--- config.mk ---
export PLATFORM = sky130hd
export DESIGN_NAME = imem_line_assembler
export DESIGN_NICKNAME = d
export VERILOG_FILES = /design/src/rtl/imem_line_assembler.sv
export SDC_FILE = /design/constraint.sdc
export NUM_CORES = 1
export LEC_CHECK = 0
export BUFFER_PORTS_ARGS = -buffer_cell sky130_fd_sc_hd__buf_4
export CAP_MARGIN = 20
export CORE_UTILIZATION = 25
export CTS_CLUSTER_DIAMETER = 40
export DETAILED_ROUTE_END_ITERATION = 8
export PLACE_DENSITY = 0.57
export SETUP_SLACK_MARGIN = 0.15
export SLEW_MARGIN = 40
export SYNTH_ARGS = -nofsm -noshare
export SYNTH_HDL_FRONTEND = slang
export SYNTH_SLANG_ARGS = --single-unit
--- constraint.sdc ---
create_clock -name clk -period 3.47 [get_ports clk]
set_clock_uncertainty 0.2 [all_clocks]
set_input_delay 0.694 -clock clk [delete_from_list [all_inputs] [get_ports clk]]
set_output_delay 0.694 -clock clk [all_outputs]
set_load 0.005 [all_outputs]
--- src/rtl/imem_line_assembler.sv ---
// Fetch-side line assembler: turns one line request into four sequential
// memory beat reads and presents the assembled line until fetch takes it.
module imem_line_assembler #(
    parameter int IADDRW = 32,
    parameter int IDATAW = 128,
    parameter int MDATAW = 32
) (
    input  logic              clk,
    input  logic              reset,
    input  logic              req_valid,
    output logic              req_ready,
    input  logic [IADDRW-1:0] req_address,
    output logic              dp_valid,
    input  logic              dp_ready,
    output logic [IDATAW-1:0] dp_read_data,
    output logic              mem_rd_en,
    input  logic              mem_ready,
    output logic [IADDRW-1:0] mem_address,
    input  logic              mem_rd_valid,
    input  logic [MDATAW-1:0] mem_rd_data,
    output logic              busy
);

    localparam int BEATS      = IDATAW / MDATAW;
    localparam int BEAT_BYTES = MDATAW / 8;
    localparam int SLOTW      = (BEATS > 1) ? $clog2(BEATS) : 1;
    localparam logic [2:0]        LAST_BEAT = 3'(BEATS - 1);
    localparam logic [IADDRW-1:0] LINE_MASK = IADDRW'(IDATAW / 8 - 1);

    typedef enum logic [1:0] {
        S_IDLE  = 2'd0,
        S_ISSUE = 2'd1,
        S_WAIT  = 2'd2,
        S_HOLD  = 2'd3
    } state_t;

    state_t r_state;
    state_t w_state_nxt;

    logic [2:0]                    r_issue_cnt;
    logic [2:0]                    r_rcv_cnt;
    logic [BEATS-1:0][MDATAW-1:0]  r_line;
    logic [IADDRW-1:0]             r_mem_address;

    logic              w_accept;
    logic              w_issue;
    logic              w_issue_last;
    logic              w_capture;
    logic              w_line_done;
    logic [IADDRW-1:0] w_base;

    assign w_accept     = req_valid & req_ready;
    assign w_issue      = mem_rd_en & mem_ready;
    assign w_issue_last = w_issue & (r_issue_cnt == LAST_BEAT);
    // Returns only count while a line is being built; stale beats are dropped.
    assign w_capture    = mem_rd_valid & ((r_state == S_ISSUE) | (r_state == S_WAIT));
    assign w_line_done  = w_capture & (r_rcv_cnt == LAST_BEAT);
    assign w_base       = req_address & ~LINE_MASK;

    always_ff @(posedge clk or negedge reset) begin
        if (!reset) begin
            r_state <= S_IDLE;
        end else begin
            r_state <= w_state_nxt;
        end
    end

    always_comb begin
        w_state_nxt = r_state;
        case (r_state)
            S_IDLE:  if (w_accept) w_state_nxt = S_ISSUE;
            S_ISSUE: begin
                if (w_line_done)       w_state_nxt = S_HOLD;
                else if (w_issue_last) w_state_nxt = S_WAIT;
            end
            S_WAIT:  if (w_line_done) w_state_nxt = S_HOLD;
            S_HOLD:  if (dp_ready)    w_state_nxt = S_IDLE;
            default: w_state_nxt = S_IDLE;
        endcase
    end

    always_comb begin
        req_ready = 1'b0;
        dp_valid  = 1'b0;
        mem_rd_en = 1'b0;
        busy      = 1'b0;
        case (r_state)
            S_IDLE:  req_ready = reset;
            S_ISSUE: begin
                mem_rd_en = 1'b1;
                busy      = 1'b1;
            end
            S_WAIT:  busy = 1'b1;
            S_HOLD:  begin
                dp_valid = 1'b1;
                busy     = 1'b1;
            end
            default: ;
        endcase
    end

    // The beat address advances only on acceptance and parks on the last beat.
    always_ff @(posedge clk or negedge reset) begin
        if (!reset) begin
            r_issue_cnt   <= '0;
            r_rcv_cnt     <= '0;
            r_line        <= '0;
            r_mem_address <= '0;
        end else if (w_accept) begin
            r_issue_cnt   <= '0;
            r_rcv_cnt     <= '0;
            r_mem_address <= w_base;
        end else begin
            if (w_issue) begin
                r_issue_cnt <= r_issue_cnt + 3'd1;
                if (!w_issue_last) begin
                    r_mem_address <= r_mem_address + IADDRW'(BEAT_BYTES);
                end
            end
            if (w_capture) begin
                r_line[r_rcv_cnt[SLOTW-1:0]] <= mem_rd_data;
                r_rcv_cnt                    <= r_rcv_cnt + 3'd1;
            end
        end
    end

    assign mem_address  = r_mem_address;
    assign dp_read_data = r_line;

endmodule

# Yosys cells after proc, flatten, opt, wreduce, memory -nomap -nowiden
# Cells that the tools add are included.
# word_totals
inputBits	70
ramBits	0
n_memories	0
rom_bits	0
latch_bits	0
out_inout_bits	164
ff_bits	168
word_cells	58
# op_classes
magnitude_cmp	2
n_bitwise	7
muxes	20
shifts	0
n_reduce_logical	8
div	0
n_addsub	3
n_mul	0
n_eq_ne	10
# ops
op	count
128-bit bitwise mux	1
32-bit two-way mux	4
32-bit demux with 2-bit select	1
32-bit by 3-bit adder with 32-bit output, second input constant	1
3-bit two-way mux	4
2-bit two-way mux	5
2-bit != test, second input constant	4
2-bit one-hot mux with 4 select lines	1
3-bit by 1-bit adder with 3-bit output, second input constant	2
3-bit by 2-bit == test with 1-bit output, second input constant	2
1-bit bitwise AND	5
2-bit == test, second input constant	2
1-bit two-way mux	4
2-bit AND reduction	2
4-bit AND reduction	1
2-bit nonzero test	2
2-bit by 3-bit less-than comparator with 1-bit output, second input constant	1
3-bit != test, second input constant	1
3-bit OR reduction	1
2-bit by 1-bit == test with 1-bit output, second input constant	1
2-bit by 1-bit greater-or-equal comparator with 1-bit output, second input constant	1
2-bit logical NOT	1
1-bit logical AND	1
1-bit inverter	1
1-bit bitwise OR	1

# Depth between registers and ports, before layout
# Gate-level depths: netlist (run 1).
# depth
word_depth	7
mapped_depth	8
mapped_depth_nobuf	6

# Worst setup path before layout (run 1)
# OpenSTA, ideal clock, no wires.
# synth_timing
path_kind	register to register
startpoint	reg r_issue_cnt[0]
endpoint	reg r_mem_address[27] (netlist: mem_address[27])
slack_ps	980
t_required_ps	3188
arrival_ps	2208
path_buffers	1
setup_ps	82
path_stages_with_launch	8
period_less_slack_ps	2490
cell_sequence	dfrtp_1 > ha_1 > ha_1 > nand4b_1 > or4_1 > buf_2 > or4_1 > a31oi_1
# synth_via
elab_chain_cells	4
# synth_lines
element	line_no	rtl
start: declaration	40	logic [2:0] r_issue_cnt;
start signal: assignment	115	r_issue_cnt <= r_issue_cnt + 3'd1;
3-bit by 2-bit == test with 1-bit output	54	assign w_issue_last = w_issue & (r_issue_cnt == LAST_BEAT);
1-bit bitwise AND	54	
2-bit != test (no line)	--	
2-bit AND reduction (no line)	--	
end signal: assignment	112	r_mem_address <= w_base;
end signal: assignment	117	r_mem_address <= r_mem_address + IADDRW'(BEAT_BYTES);
end: declaration	43	logic [IADDRW-1:0] r_mem_address;
# No other way between the ends.
# A chain may end at the register's enable or synchronous reset.

# Worst setup path after layout (run 1)
# layout_timing
startpoint	reg r_issue_cnt[0]
endpoint	reg r_mem_address[28] (netlist: mem_address[28])
# The elaborated chain is that of the path after synthesis.

==> impl_metrics.py, run 1 <==
metrics = {
    "run_status": {
        "status": "complete, no violations",
    },
    "detailed_routing": {
        "drc_errors": 0,
        "via_per_inst": 4.39,
        "first_iter_violations": 223,
        "drt_wl_total_um": 18900,
        "ant_nets": 0,
        "vias": 5092,
        "wl_per_cell_um": 16.3,
        "drt_pass1_iterations": 4,
    },
    "setup_path": {
        "crit_slowest_cell": "or4_1",
        "rr_worst_depth": 6,
        "slowest_delay_ns": 0.75,
        "critPathMaxFanout": 16,
        "cp.depth": 6,
        "cp_num_buf_inv": 0,
        "crit_required_ns": 3.62,
        "crit_path_start_kind": "flip-flop",
        "cp-end-kind": "flip-flop",
        "crit_type": "flip-flop to flip-flop",
        "arrival_ns": 2.99,
        "crit_family": "simple AND/OR/NAND/NOR gates",
        "crit_chain": "ha_1 -> ha_1 -> nand3b_1 -> or4_1 -> or4_1 -> a31oi_1",
    },
    "clock_tree": {
        "hold_buffers": 1,
        "post_cts_buffers": 0,
        "insertion_delay_ns": 0.43,
        "clk_path_buf_depth": 2,
        "cts.repair.resized": 0,
        "cts-root-buf": "clkbuf_16",
        "path_clk_slew_ns": 0.08,
        "cts_sinks": 166,
        "numCtsBuffers": 17,
        "h-tree-depth": 4,
        "tritoncts": "done",
    },
    "min_path": {
        "hold_path_class": "primary input to flip-flop",
        "min_path_cells": 3,
    },
    "place": {
        "hpwl_um": 12800,
        "gp_congestion": 0.763,
        "dp_cells": 1126,
        "io_buffers": 227,
        "place_area_mm2": 0.00923,
    },
    "power_and_ir_drop": {
        "p_leak_uw": 0.00449,
        "ir_worst_vdd_uv": 353,
        "power_density_mw_per_mm2": 920,
    },
    "die": {
        "start_util": 0.254,
        "chipWidth_um": 170,
        "std_cell_rows": 61,
        "ios": 234,
        "die_h_um": 170,
        "dieArea_mm2": 0.0289,
        "core_area_mm2": 0.0278,
    },
    "synth": {
        "yosys.cell_count.top_type": "dfrtp_1",
        "ys_types": 41,
        "synth_top_area_frac": 0.588,
        "syn_area_mm2": 0.00706,
        "synth_top_family_by_area": "multiplexers",
        "synthMuxAreaShare": 0.206,
        "syn_inst": 534,
        "async_reset_ff_frac": 1.00,
        "synthTopCellsByArea": "dfrtp_1 (59%), mux2_2 (21%), ha_1 (2.3%)",
        "synthTopCellsByCount": "dfrtp_1 (166), mux2_2 (129), nand2_1 (29)",
        "synth_ff_type": "dfrtp_1",
        "yosysWarnings": 0,
        "yosysTopAreaCell": "dfrtp_1",
        "synth_edf_count": 0,
        "ys_seq_area_frac": 0.588,
        "synth_fa_ha_area_frac": 0.0230,
        "synth_xor_area_frac": 0.0174,
        "synthSimpleGateAreaFrac": 0.0874,
        "synth-compound-area-share": 0.0493,
        "synth-seq-cells": 166,
        "syn_area_per_cell_um2": 13.2,
    },
    "timing": {
        "rsz0062_at_grt": "false",
        "hold_ws_ns": 0.267,
        "max_freq_mhz": 353,
        "max_slew_margin": 0.513,
        "worst_slew_pin_slew_ns": 0.730,
        "min_period_over_period": 0.817,
        "fin_crit_ns": 2.83,
        "slew_viol_final": 0,
        "hold_viol_final": 0,
        "setup-tns-final_ns": 0,
        "finalSetupViolations": 0,
    },
    "layout": {
        "finalNetCount": 851,
        "area_growth_syn_to_layout_pct": 39.2,
        "drive_gt1_frac": 0.529,
        "n_antenna_cell": 0,
        "nFillCells": 2809,
        "stdcell_area_mm2": 0.00983,
        "stdcell_count": 1159,
    },
    "grt": {
        "grt_pass1_vias": 5085,
        "antenna_found_initial": 0,
        "grt_first_pass_wirelength_um": 29300,
        "grt_max_degree": 69,
        "overflow": 0,
        "grt.total_usage": 0.132,
    },
    "flow_run": {
        "maxCapViolations": 0,
    },
}
## layout by cell type, fill, tap and decap left out, drive strengths merged, types with 3 or more instances in the layout
| cell type | n |
|---|---|
| a21oi | 7 |
| a31oi | 17 |
| and3 | 5 |
| buf | 240 |
| clkbuf | 17 |
| clkinv | 7 |
| dfrtp | 166 |
| ha | 13 |
| inv | 19 |
| mux2 | 129 |
| nand2 | 29 |
| nand3 | 11 |
| nand4 | 6 |
| nor2 | 27 |
| nor4 | 4 |
| o21ai | 18 |
| o31ai | 12 |
| or3 | 4 |
| or4 | 15 |
| xnor2 | 11 |
| xor2 | 3 |
## sequential cells by signal, indices dropped and copies added, names as in the netlist
register / cells
dp_read_data: 128
mem_address: 30
r_issue_cnt: 3
r_rcv_cnt: 3
r_state: 2
## final cells by class
type / instances / area, µm² / share of cell area
Sequential cell: 166 / 4150 / 0.423
Multi-Input combinational cell: 329 / 2720 / 0.277
Timing Repair Buffer: 241 / 1840 / 0.188
Tap cell: 378 / 473 / 0.0481
Clock buffer: 17 / 425 / 0.0433
Clock inverter: 15 / 160 / 0.0163
Inverter: 13 / 48.8 / 0.00497
## metal layers
layer  share of wire  up-vias  track usage
li1                -     2383            -
met3           0.080       10       0.0440
met2            0.46      159        0.204
met5               0        -            0
met1            0.45     2540        0.171
met4           0.010        0       0.0470
## path summary, 6_finish.rpt
path                            slack, ns           endpoint        startpoint
worst max register to register       0.64    mem_address[28]    r_issue_cnt[0]
max in group asynchronous            1.14  dp_read_data[102]             reset
worst max-delay path                 0.64    mem_address[28]    r_issue_cnt[0]
worst min-delay path                 0.27    mem_address[10]   req_address[10]
min in group asynchronous            0.46       r_rcv_cnt[0]             reset
worst min register to register       0.31   dp_read_data[54]  dp_read_data[54]
## report_power, final
| part | switching, µW | total, µW | internal, µW | leakage [µW] |
|---|---|---|---|---|
| sequential | 663 | 3560 | 2900 | 0.00200 |
| clock | 938 | 1900 | 964 | 0.000282 |
| combinational | 1370 | 3580 | 2200 | 0.00221 |
| total | 2980 | 9040 | 6070 | 0.00449 |
## cell families (layout without fill, tap and decap cells)
group,Yosys count,after routing
AOI/OAI and AO/OA,57,57
xor gates and xnor gates,14,14
adders and majority gates,13,13
buffers and inverters,40,286
DFF,166,166
muxes,129,129
other,1,2
and+or+nand+nor,114,114
## per-stage QoR
stage | util | total power (µW) | setup slack [ns]
floorplan | - | 5130 | 0.980
global placement | 0.332 | 7170 | 0.673
detailed placement | 0.332 | 7240 | 0.639
CTS | 0.354 | 9210 | 0.621
global route | 0.354 | 9680 | 0.490
finish | 0.354 | 9040 | 0.636
## tightest hold or removal path, cell delays in order
cell and delay (ns):
buf_4 0.08, nand2_1 0.03, o21ai_0 0.06
Note: power is estimated with default switching activity, not from simulation.
==> run 2: changes to the inputs <==
- ABC_AREA: default -> 1
- clock period: 3.47 -> 2.9 ns (I/O delays scaled with it)
==> run 2 against run 1 <==
Net effect: first-iteration DRC count is 90% higher; power increased by 15%; hold slack got worse by 0.090 ns; sequential cell count unchanged; register-to-register slack got worse by 0.11 ns; count of clock-buffer cells in the layout unchanged; sequential power increased by 16%; non-clock buffer count down 6; global-route usage rose by 1.3 points; highest routed layer unchanged.
==> impl_metrics.py, run 2 <==
metrics = {
    "power_and_ir_drop": {
        "power_density_mw_per_mm2": 1030,
        "finalPower_uw": 10400,
        "p_leak_uw": 0.00508,
        "ir_worst_vdd_uv": 389,
    },
    "clock_tree": {
        "insertion_delay_ns": 0.42,
        "hold_buffers": 1,
        "tritoncts": "done",
        "clk_path_buf_depth": 2,
        "numCtsBuffers": 17,
        "cts.repair.resized": 0,
        "cts_sinks": 166,
        "h-tree-depth": 4,
        "post_cts_buffers": 0,
        "cts-root-buf": "clkbuf_16",
        "path_clk_slew_ns": 0.07,
    },
    "synth": {
        "syn_area_mm2": 0.00735,
        "synth_top_area_frac": 0.565,
        "synthTopCellsByCount": "nand2_1 (247), dfrtp_1 (166), o21ai_0 (122)",
        "yosysTopAreaCell": "dfrtp_1",
        "syn_inst": 828,
        "yosys.cell_count.top_type": "nand2_1",
        "syn_area_per_cell_um2": 8.88,
        "ys_seq_area_frac": 0.565,
        "synth-seq-cells": 166,
        "synth_edf_count": 0,
        "ys_types": 34,
        "synth_ff_type": "dfrtp_1",
        "async_reset_ff_frac": 1.00,
        "yosysWarnings": 0,
        "synthTopCellsByArea": "dfrtp_1 (57%), nand2_1 (13%), o21ai_0 (8.3%)",
    },
    "layout": {
        "area_growth_syn_to_layout_pct": 37.0,
        "nFillCells": 2990,
        "final_common_cell": "nand2_1",
        "multiInputGateArea_mm2": 0.00270,
        "n_antenna_cell": 0,
        "drive_gt1_frac": 0.277,
        "largest_reg_flops": 128,
        "final_cell_mix": "nand2_1 (247), buf_4 (230), dfrtp_1 (166), o21ai_0 (122), inv_1 (74)",
        "stdcell_area_mm2": 0.0101,
        "ff_latch_area_mm2": 0.00415,
        "finalNetCount": 1134,
    },
    "grt": {
        "grt_max_degree": 147,
        "antenna_found_initial": 0,
        "overflow": 0,
        "grt_first_pass_wirelength_um": 34400,
        "grt.total_usage": 0.145,
        "grt_pass1_vias": 6194,
    },
    "detailed_routing": {
        "wl_per_cell_um": 14.7,
        "drt_pass1_iterations": 6,
        "via_per_inst": 4.26,
        "vias": 6170,
        "first_iter_violations": 424,
        "drt_wl_total_um": 21300,
        "ant_nets": 0,
        "drc_errors": 0,
    },
    "setup_path": {
        "critPathMaxFanout": 64,
        "cp-end-kind": "flip-flop",
        "crit_chain": "dlygate4sd3_1 -> buf_6 -> nand2_1 -> inv_2 -> nand2_4 -> nand2_2 -> inv_4 -> nand2_4 -> o21ai_0",
        "arrival_ns": 2.55,
        "slowest_delay_ns": 0.56,
        "crit_path_start_kind": "primary input",
        "r2r-start": "r_state[0]",
        "crit_type": "primary input to flip-flop",
        "crit_start": "reset",
        "crit_slowest_cell": "dlygate4sd3_1",
        "cp_common_cell": "nand2_4",
        "crit_required_ns": 3.03,
    },
    "die": {
        "chipWidth_um": 173,
        "start_util": 0.255,
        "std_cell_rows": 62,
        "ios": 234,
        "dieArea_mm2": 0.0301,
        "die_h_um": 173,
        "core_area_mm2": 0.0288,
    },
    "timing": {
        "finalSetupViolations": 0,
        "fin_crit_ns": 2.43,
        "worst_slew_pin_slew_ns": 0.712,
        "setup-tns-final_ns": 0,
        "max_slew_margin": 0.525,
        "rsz0062_at_grt": "false",
        "slew_viol_final": 0,
        "hold_viol_final": 0,
        "max_freq_mhz": 412,
        "min_period_over_period": 0.837,
    },
    "min_path": {
        "hp-start": "req_address[18]",
        "hold_path_class": "primary input to flip-flop",
    },
    "place": {
        "place_area_mm2": 0.00942,
        "hpwl_um": 14700,
        "gp_congestion": 0.871,
        "io_buffers": 227,
    },
    "flow_run": {
        "maxCapViolations": 0,
    },
    "run_status": {
        "status": "complete, no violations",
    },
}
==> run 2: changes by cell type after synthesis, sizes merged, moves of 7 or more <==
cell    delta
o21ai    +126
o31ai     -12
xnor2      -8
mux2     -129
nand3     +25
inv       +67
or4       -15
buf       +13
nor2      +24
a31oi     -17
o21bai     +9
nand2    +228
clkbuf     -7
==> run 2: final timing paths <==
path	endpoint	slack, ns	cells after the start
max in group asynchronous	dp_read_data[16]	0.87	5
worst max-delay path	dp_read_data[21]	0.47	9
min in group asynchronous	mem_address[6]	0.53	3
worst min-delay path	mem_address[18]	0.18	3
worst min register to register	dp_read_data[34]	0.29	2
worst max register to register	dp_read_data[21]	0.53	9
==> run 2: per-layer routing <==
| layer | track usage | part of all wire |
|---|---|---|
| met5 | 0 | 0 |
| met4 | 0.0420 | 0.011 |
| met3 | 0.0555 | 0.092 |
| met2 | 0.228 | 0.45 |
| met1 | 0.184 | 0.44 |
==> run 2: final cells by class <==
type | count | area share
Clock inverter | 15 | 0.0191
Multi-Input combinational cell | 551 | 0.268
Sequential cell | 166 | 0.412
Clock buffer | 17 | 0.0422
Tap cell | 384 | 0.0477
Inverter | 80 | 0.0301
Timing Repair Buffer | 235 | 0.180
==> run 2: cell families after synthesis <==
family / Yosys count / synth area share
and+or+nand+nor: 352 / 0.206
AOI/OAI and AO/OA: 172 / 0.124
DFF: 166 / 0.565
buffers and inverters: 112 / 0.0677
adders and majority gates: 13 / 0.0221
xor gates and xnor gates: 12 / 0.0143
other: 1 / 0.000510
==> run 2: power breakdown <==
group	total, µW	leakage, µW	switching [µW]	internal, µW
combinational	3910	0.00268	1910	1990
sequential	4120	0.00209	769	3350
clock	2370	0.000302	1170	1190
total	10400	0.00508	3850	6540
==> run 2: critical path: cells and delay by family <==
kind	cells	cell delay [ns]
buffers and inverters	4	0.88
AND/OR/NAND/NOR	4	0.73
AO/OA/AOI/OAI	1	0.34
==> run 2: per-stage QoR <==
stage	utilization	hold WS, ns	setup slack, ns	instances
after floorplan	-	0.0844	1.11	829
after global placement	0.327	0.267	0.574	1414
after detailed placement	0.327	0.274	0.460	1414
after CTS	0.349	0.155	0.432	1447
after global routing	0.350	0.174	0.221	1448
final	0.350	0.178	0.472	1448
==> run 3: changes to the inputs <==
- ABC_AREA: 1 -> 0
- clock period: 2.9 -> 2.5 ns (I/O delays scaled with it)
==> run 3 against run 2 <==
Net effect: hold slack lost 0.11 ns; sequential power grew 19%; routed wire length shrank 12%; critical path depth shrank 2; combinational power grew 31%; cell area shrank 0.56%; clock power grew 11%; critical path type is now flip-flop to flip-flop; critical endpoint is now mem_address[25].
==> impl_metrics.py, run 3 (synthesis gave the netlist of run 1 again) <==
metrics = {
    "clock_tree": {
        "cts_sinks": 166,
        "h-tree-depth": 4,
        "tritoncts": "done",
        "clk_path_buf_depth": 2,
        "path_clk_slew_ns": 0.08,
        "insertion_delay_ns": 0.42,
        "cts-root-buf": "clkbuf_16",
        "numCtsBuffers": 17,
    },
    "timing": {
        "rsz0062_at_grt": "true",
        "max_slew_margin": 0.561,
        "finalSetupViolations": 0,
        "hold_ws_ns": 0.0707,
        "min_period_over_period": 0.966,
        "max_freq_mhz": 414,
        "fin_crit_ns": 2.41,
        "setup-tns-final_ns": 0,
        "slew_viol_final": 0,
        "worst_slew_pin_slew_ns": 0.658,
        "hold_viol_final": 0,
    },
    "setup_path": {
        "reg2reg_slack_ns": 0.09,
        "crit_required_ns": 2.64,
        "slowest_delay_ns": 0.44,
        "critPathMaxFanout": 15,
        "arrival_ns": 2.55,
        "crit_path_start_kind": "flip-flop",
        "crit_type": "flip-flop to flip-flop",
        "crit_chain": "ha_2 -> ha_4 -> nand4b_1 -> or4_4 -> buf_6 -> or4_1 -> a31oi_1",
        "cp-end-kind": "flip-flop",
        "crit_slowest_cell": "or4_4",
    },
    "layout": {
        "n_antenna_cell": 0,
        "finish.utilization": 0.361,
        "finalNetCount": 864,
        "final_common_cell": "buf_4",
        "drive_gt1_frac": 0.547,
        "stdcell_count": 1172,
        "final_cell_mix": "buf_4 (243), dfrtp_1 (166), mux2_2 (129), nor2_1 (26), nand2_1 (25)",
        "largest_reg_flops": 128,
        "area_growth_syn_to_layout_pct": 41.9,
    },
    "grt": {
        "grt_first_pass_wirelength_um": 29100,
        "grt_max_degree": 97,
        "grt.total_usage": 0.131,
        "antenna_found_initial": 0,
        "grt_pass1_vias": 5118,
        "overflow": 0,
    },
    "place": {
        "hpwl_um": 12600,
        "gp_congestion": 0.763,
        "dp_cells": 1135,
        "io_buffers": 227,
    },
    "flow_run": {
        "maxCapViolations": 0,
    },
    "run_status": {
        "status": "complete, no violations",
    },
    "min_path": {
        "hold_path_class": "primary input to flip-flop",
    },
    "power_and_ir_drop": {
        "p_leak_uw": 0.00458,
        "power_density_mw_per_mm2": 1270,
        "finalPower_uw": 12700,
        "ir_worst_vdd_uv": 496,
    },
    "detailed_routing": {
        "first_iter_violations": 218,
        "ant_nets": 0,
        "via_per_inst": 4.38,
        "vias": 5133,
        "drc_errors": 0,
        "drt_wl_total_um": 18700,
        "drt_pass1_iterations": 4,
        "wl_per_cell_um": 15.9,
    },
    "die": {
        "core_area_mm2": 0.0278,
        "std_cell_rows": 61,
        "die_h_um": 170,
        "dieArea_mm2": 0.0289,
        "chipWidth_um": 170,
        "ios": 234,
        "start_util": 0.254,
    },
}
## run 3: critical path, delay by kind of cell, from the launching register on
family          cells  cell delay [ns]
flops               1             0.40
buf+inv             1             0.17
compound gates      1             0.18
fa+ha+maj           2             0.36
simple gates        3             1.02
## run 3: worst paths after layout
| kind | end | start | depth (start not counted) |
|---|---|---|---|
| max | mem_address[25] | r_issue_cnt[0] | 7 |
| min | mem_address[8] | req_address[8] | 3 |
| max reg2reg | mem_address[25] | r_issue_cnt[0] | 7 |
| min reg2reg | dp_read_data[55] | dp_read_data[55] | 1 |
| max in group asynchronous | dp_read_data[49] | reset | 3 |
| min in group asynchronous | mem_address[26] | reset | 3 |
## run 3: layout make-up
class	count	area, µm²
well taps	378	473
clock inverters	15	164
inverters	13	48.8
flip-flops and latches	166	4150
clock buffers	17	425
multi-input cells	329	2750
fillers	2783	17800
repair buffers	254	2000
## run 3: layer usage
metal / track usage / wire (µm)
met1: 0.170 / 8470
met2: 0.203 / 8500
met3: 0.0451 / 1450
met4: 0.0419 / 264
met5: 0 / 0
## run 3: metrics by stage
step	area [µm²]	worst slack (ns)
floorplan	7080	0.0626
global placement	9360	0.0271
detailed placement	9360	0.0168
CTS	9990	0.0719
global route	10000	0.00522
finish	10000	0.0862
## run 3: what timing repair did
item	4_1_cts	5_1_grt
buffers inserted	3	1
endpoints found under the setup margin	15	143
hold endpoints to repair	38	0
hold buffers	1	0
gates resized for setup	2	6
pin swaps	2	6
## run 3: where the power goes
part           switching, µW  internal, µW  leakage, µW  total, µW
combinational           1970          3160      0.00230       5130
clock                   1290          1340     0.000279       2630
sequential               887          4030      0.00200       4910
total                   4150          8530      0.00458      12700
